**src/rtl/tv80_sram_bridge.sv**
```systemverilog
// tv80_sram_bridge: tv80s bus slave that maps memory, I/O and intack cycles onto a 1-cycle-latency sync SRAM
// Ports:
//   clk, reset                        rising-edge clock, synchronous active-high reset
//   m1_n, mreq_n, iorq_n, rd_n, wr_n, rfsh_n, A, dout   core bus inputs
//   di, wait_n                        read data and wait request back to the core
//   sram_en, sram_we, sram_addr, sram_wdata, sram_rdata SRAM port
//   rd_count, wr_count                completed read / write accesses, wrapping
module tv80_sram_bridge #(
   parameter int unsigned WAIT_STATES   = 1,
   parameter logic [7:0]  IO_PAGE       = 8'h10,
   parameter logic [7:0]  INTACK_VECTOR = 8'hFF
) (
   input  logic        clk,
   input  logic        reset,
   input  logic        m1_n,
   input  logic        mreq_n,
   input  logic        iorq_n,
   input  logic        rd_n,
   input  logic        wr_n,
   input  logic        rfsh_n,
   input  logic [15:0] A,
   input  logic [7:0]  dout,
   output logic [7:0]  di,
   output logic        wait_n,
   output logic        sram_en,
   output logic        sram_we,
   output logic [15:0] sram_addr,
   output logic [7:0]  sram_wdata,
   input  logic [7:0]  sram_rdata,
   output logic [15:0] rd_count,
   output logic [15:0] wr_count
);
   typedef enum logic [1:0] {IDLE, ACCESS, WAIT, HOLD} state_t;
   typedef enum logic [1:0] {K_MEM, K_IO, K_ACK} kind_t;
   state_t state;
   kind_t  kind;
   logic   mem_req, io_req, intack, still, cap;
   logic [3:0] cnt;
   assign mem_req = !mreq_n && rfsh_n && (!rd_n || !wr_n);
   assign io_req  = !iorq_n && m1_n && (!rd_n || !wr_n);
   assign intack  = !iorq_n && !m1_n;
   // HOLD only watches the request type that opened the cycle
   assign still   = kind == K_ACK ? intack : kind == K_IO ? io_req : mem_req;
   always_ff @(posedge clk) begin
      if (reset) begin
         state      <= IDLE;
         kind       <= K_MEM;
         di         <= 8'hFF;
         wait_n     <= 1'b1;
         sram_en    <= 1'b0;
         sram_we    <= 1'b0;
         sram_addr  <= '0;
         sram_wdata <= '0;
         rd_count   <= '0;
         wr_count   <= '0;
         cnt        <= '0;
         cap        <= 1'b0;
      end else begin
         // read data appears the cycle after the strobe; capture it at the end of that cycle
         cap     <= sram_en && !sram_we;
         sram_en <= 1'b0;
         if (cap) di <= sram_rdata;
         case (state)
            IDLE:
               if (intack) begin
                  di    <= INTACK_VECTOR;
                  kind  <= K_ACK;
                  state <= HOLD;
               end else if (io_req || mem_req) begin
                  sram_addr  <= io_req ? {IO_PAGE, A[7:0]} : A;
                  sram_we    <= !wr_n;
                  sram_wdata <= dout;
                  kind       <= io_req ? K_IO : K_MEM;
                  sram_en    <= 1'b1;
                  state      <= ACCESS;
               end
            ACCESS: begin
               if (sram_we) wr_count <= wr_count + 16'd1;
               else rd_count <= rd_count + 16'd1;
               if (WAIT_STATES > 0) begin
                  wait_n <= 1'b0;
                  cnt    <= 4'(WAIT_STATES - 1);
                  state  <= WAIT;
               end else state <= HOLD;
            end
            WAIT:
               if (cnt == 4'd0) begin
                  wait_n <= 1'b1;
                  state  <= HOLD;
               end else cnt <= cnt - 4'd1;
            HOLD:
               if (!still) state <= IDLE;
         endcase
      end
   end
endmodule
```
**config.mk**
```make
export PLATFORM = sky130hd
export DESIGN_NAME = tv80_sram_bridge
export DESIGN_NICKNAME = d
export VERILOG_FILES = /design/src/rtl/tv80_sram_bridge.sv
export SDC_FILE = /design/constraint.sdc
export NUM_CORES = 1
export LEC_CHECK = 0
export CAP_MARGIN = 15
export CORE_UTILIZATION = 56
export DETAILED_ROUTE_END_ITERATION = 7
export DONT_BUFFER_PORTS = 1
export GPL_ROUTABILITY_DRIVEN = 0
export PLACE_DENSITY = 0.8
export SYNTH_ARGS = -nofsm -noshare
export SYNTH_HDL_FRONTEND = slang
export SYNTH_SLANG_ARGS = --single-unit
```
**constraint.sdc**
```tcl
create_clock -name clk -period 1.6 [get_ports clk]
set_clock_uncertainty 0.05 [all_clocks]
set_input_delay 0.16 -clock clk [delete_from_list [all_inputs] [get_ports clk]]
set_output_delay 0.16 -clock clk [all_outputs]
set_load 0.02 [all_outputs]
```
# Word level (Yosys, flattened, before mapping)

Index checks and enable logic that the tools add are counted.

Input port bits: 40
Word-level logic and storage cells: 72
Output and inout bits: 67
Flip-flop bits (word level): 76

Add/subtract/negate cells: 3
Equal/unequal tests: 9
Multiplexer cells: 19
Reductions and logical operators: 26
Bitwise gates (word level): 3

Operators by type and width:

| operator              | count |
|---|---|
| $add 16x1->16 const B | 2 |
| $mux 8                | 3 |
| $mux 16               | 1 |
| $mux 2                | 6 |
| $reduce_and 2->1      | 5 |
| $pmux 2 s4            | 1 |
| $pmux 4 s2            | 1 |
| $eq 2x2->1 const B    | 3 |
| $logic_and 1x1->1     | 6 |
| $logic_not 1->1       | 6 |
| $ne 2x2->1 const B    | 3 |
| $reduce_and 3->1      | 2 |
| $mux 1                | 5 |
| $eq 2x1->1 const B    | 2 |
| $logic_not 4->1       | 1 |
| $mux 4                | 1 |
| $reduce_bool 2->1     | 2 |
| $sub 4x1->4 const B   | 1 |
| $ne 3x3->1 const B    | 1 |
| $not 1->1             | 3 |
| $reduce_or 3->1       | 1 |
| $logic_not 2->1       | 1 |
| $logic_or 1x1->1      | 2 |
| $pmux 1 s2            | 1 |

# Logic depth before layout (Yosys ltp)

Word-level depth: 7
Mapped depth: 8
Mapped depth without buffers: 7

# Worst setup path before layout

OpenSTA, ideal clock, no wires.

Path type: reg-to-reg
Start: reg state[1]
End: reg rd_count[13]
Stages on the path, launching flop included: 9
Clock period less this slack: 1712 ps
Setup time: 128 ps
Data required time: 1422 ps
Buffers on the path: 1
Arrival time: 1535 ps
Setup slack: -112 ps
Path through: dfxtp_1 > inv_1 > ha_1 > buf_2 > nand3b_1 > nor4_2 > nand3_1 > xor2_1 > nor2_1

Cells in the longest elaborated chain, start to end: 2

RTL lines:

| element                    | RTL line | text |
|---|---|---|
| start, declared            | 35       | `state_t state;` |
| start signal, assigned     | 46       | `state <= IDLE;` |
| start signal, assigned     | 68       | `state <= HOLD;` |
| start signal, assigned     | 75       | `state <= ACCESS;` |
| $eq 2x1->1                 | 63       | `case (state)` |
| $reduce_and 2->1 (no line) | n/a      |  |
| end signal, assigned       | 79       | `else rd_count <= rd_count + 16'd1;` |
| end, declared              | 30       | `output logic [15:0] rd_count,` |

Every way passes these cells.
A chain may end at the register's enable or synchronous reset.

# Worst setup path after layout

Start: reg state[1]
End: reg wr_count[11]

Cells in the longest elaborated chain, start to end: 2

RTL lines:

| element                    | RTL line | text |
|---|---|---|
| $eq 2x1->1                 | 63       |  |
| $reduce_and 2->1 (no line) | n/a      |  |
| end signal, assigned       | 78       | `if (sram_we) wr_count <= wr_count + 16'd1;` |
| end, declared              | 31       | `output logic [15:0] wr_count` |

Every way passes these cells.

==> flow_summary.toml <==
[clock_tree]
cts_buffer_depth = 2
clk_latency_ns = 0.34
path_clk_slew_ns = 0.07
h-tree-depth = 3
cts_root_buf = "clkbuf_8"
numCtsBuffers = 9
cts_tree = "built"
clock_sinks = 76
hold_buffers = 9

[cells_and_area]
fin_cells = 500
drive_gt1_frac = 0.231
n_antenna_cell = 0
syn_to_final_growth_pct = 24.6
finish.utilization = 0.724
nets = 471

[sta]
fin_crit_ns = 1.57
rsz0062_at_grt = "true"
hold_ws_ns = -0.173
fmax_mhz = 638
fin_crit_sh = 0.979
tightest_slew_ns = 0.437
max_slew_margin = 0.708
setup_violations = 0
report.final.slew_viol_count = 0
hold_viol = 67

[global_routing]
grt_pass1_vias = 2643
grt_remaining_overflow = 0
grt_pass1_wl_mm = 11.7
antenna_found_initial = 0
track_usage = 0.246
grt_max_degree = 70

[synthesis]
synthAdderAreaFrac = 0.0311
synthCells = 370
syn-num-nets = 418
avgSynthCellArea_um2 = 8.70
synth-main-ff-cell = "dfxtp_1"
ys_seq_area_frac = 0.473
synth_edf_count = 0
synth-simple-area-share = 0.244
syn_area_mm2 = 0.00322
synthMuxAreaShare = 0.0342
ys_seq_elements = 76
synth_top_family_by_area = "simple AND/OR/NAND/NOR gates"
synthXorXnorAreaFrac = 0.0762
async_reset_ff_frac = 0
synth-compound-area-share = 0.0972
ys_types = 39
yosys_warnings = 0

[pwr]
totalPowerFinal_mw = 4.92
irDropWorstVdd_mv = 0.818
p_leak_nw = 1.53
cellPowerDensity_mw_per_mm2 = 1230

[setup_path]
reg2reg_depth = 8
required_ns = 1.79
start_kind = "flop"
r2r-start = "state[1]"
crit_path_end_kind = "flop"
timing.rr.end = "wr_count[11]"
path_class = "flop to flop"
r2r_slack_ns = 0.03
cp_max_fo = 6
crit_arrival_ns = 1.75

[floorplanning]
dieArea_mm2 = 0.00606
die_w_um = 77.8
die_h_um = 77.8
fp.coreArea_mm2 = 0.00554
rows = 27
initial_core_util = 0.581
io_pins = 107

[outcome]
violations = "negative hold slack"
status = "finished with violations"

[worst_hold_path]
whs_path_depth = 1
min-delay-start = "reset"
whs_endpoint = "state[0]"
hold_class = "primary input to flop"

[run]
maxCapViolCount = 0

[place]
dpl.hpwl_mm = 4.89
dp.cells = 469
numPortBuffers = 0

[drt]
dr_total_vias = 2712
drt-initial-drc-count = 73
drc = 0
first_pass_iters = 4
wl_per_cell_um = 14.3
drtAntennaViolNets = 0
vias_per_cell = 5.42
routed_wl_mm = 7.14
-- state kept, by name, indices dropped and copies added, names as in the netlist --
name,count
rd_count,16
cap,1
kind,2
state,2
sram_we,1
sram_wdata,8
sram_en,1
di,8
wait_n,1
sram_addr,16
cnt,4
wr_count,16
-- report_power, final --
group / internal, mW / leakage (nW) / switching (mW)
combinational: 0.536 / 0.805 / 0.567
sequential: 2.04 / 0.617 / 0.220
clock: 0.889 / 0.112 / 0.665
-- worst max-delay path by stage --
stage                     cells past startpoint  startpoint           end  slack (ns)
after floorplan                               8    state[1]   rd_count[9]       -0.05
after global placement                        6    state[1]  wr_count[12]       -0.02
after detailed placement                      8    state[1]  wr_count[11]       -0.12
after CTS                                     8    state[1]  wr_count[11]       -0.04
after global routing                          8    state[1]  wr_count[11]       -0.09
final                                         8    state[1]  wr_count[11]        0.03
-- metrics by stage --
step           instance area [um^2]  setup TNS, ns  setup WS [ns]
6_report                       4010              0         0.0333
3_5_place_dp                   3550         -0.694         -0.123
4_1_cts                        3880        -0.0394        -0.0394
3_3_place_gp                   3550        -0.0506        -0.0241
2_1_floorplan                  3240        -0.0757        -0.0457
5_1_grt                        4010         -0.359        -0.0924
-- layout make-up --
type	count	area (um^2)
multi-input combinational	271	1670
fill	423	1530
sequential	76	1530
timing repair buffer	59	482
clock buffer	13	179
tap	72	90.1
clock inverter	3	42.5
inverter	6	22.5
-- worst max-delay path: stages (launching register included) --
cell and delay, ns:
dfxtp_2 0.33, inv_2 0.07, ha_4 0.17, buf_6 0.11, nand4_1 0.14, nor2_4 0.20, nand4_1 0.14, xor2_1 0.20
nor2_1 0.05
-- cells by family (layout without fill, tap and decap cells) --
group | count (synthesis) | after routing
DFF | 76 | 76
buffers and inverters | 23 | 81
muxes | 11 | 11
and+or+nand+nor | 169 | 169
xor gates and xnor gates | 28 | 28
AOI/OAI and AO/OA | 55 | 55
adders and majority gates | 8 | 8
-- placed cells by master (no fill, tap or decap), types with 5 or more instances in the layout --
| master | instances |
|---|---|
| nand4_1 | 7 |
| buf_4 | 48 |
| dlygate4sd3_1 | 9 |
| ha_1 | 5 |
| nand3_1 | 19 |
| o21ai_0 | 6 |
| mux2i_1 | 11 |
| dfxtp_1 | 72 |
| nor2_1 | 43 |
| nand2_1 | 65 |
| xnor2_1 | 10 |
| clkbuf_8 | 13 |
| xor2_1 | 18 |
| a21oi_1 | 36 |
-- cells in the mapped netlist (2+ instances only) --
cell type	instances	area [um^2]
dfxtp_1	76	1520
nand2_1	65	244
nor2_1	47	176
a21oi_1	36	180
nand3_1	20	100
xor2_1	18	158
mux2i_1	11	110
xnor2_1	10	87.6
ha_1	8	100
o21ai_0	8	40.0
clkbuf_1	7	26.3
nand4_1	7	43.8
inv_1	6	22.5
and3_1	5	31.3
nor3_1	4	20.0
a211oi_1	3	22.5
buf_2	3	15.0
clkbuf_8	3	41.3
nor2b_1	3	18.8
nor3b_1	3	22.5
or2_2	3	18.8
or3_1	3	18.8
a21boi_1	2	15.0
and4_1	2	17.5
buf_4	2	15.0
buf_6	2	22.5
-- what timing repair did --
item                                    in CTS  in global routing
hold endpoints to repair                    76                 67
endpoints found under the setup margin      18                 44
gates cloned                                 0                  0
pin swaps                                    2                 21
setup buffers                                0                  6
gates resized for setup                      6                 23
-- metal layers --
layer,global-route usage,part of all wire
met1,0.256,0.41
met3,0.0694,0.077
met4,0.117,0.016
met2,0.450,0.50
met5,0,0
Power figures use the tool's default switching activity.
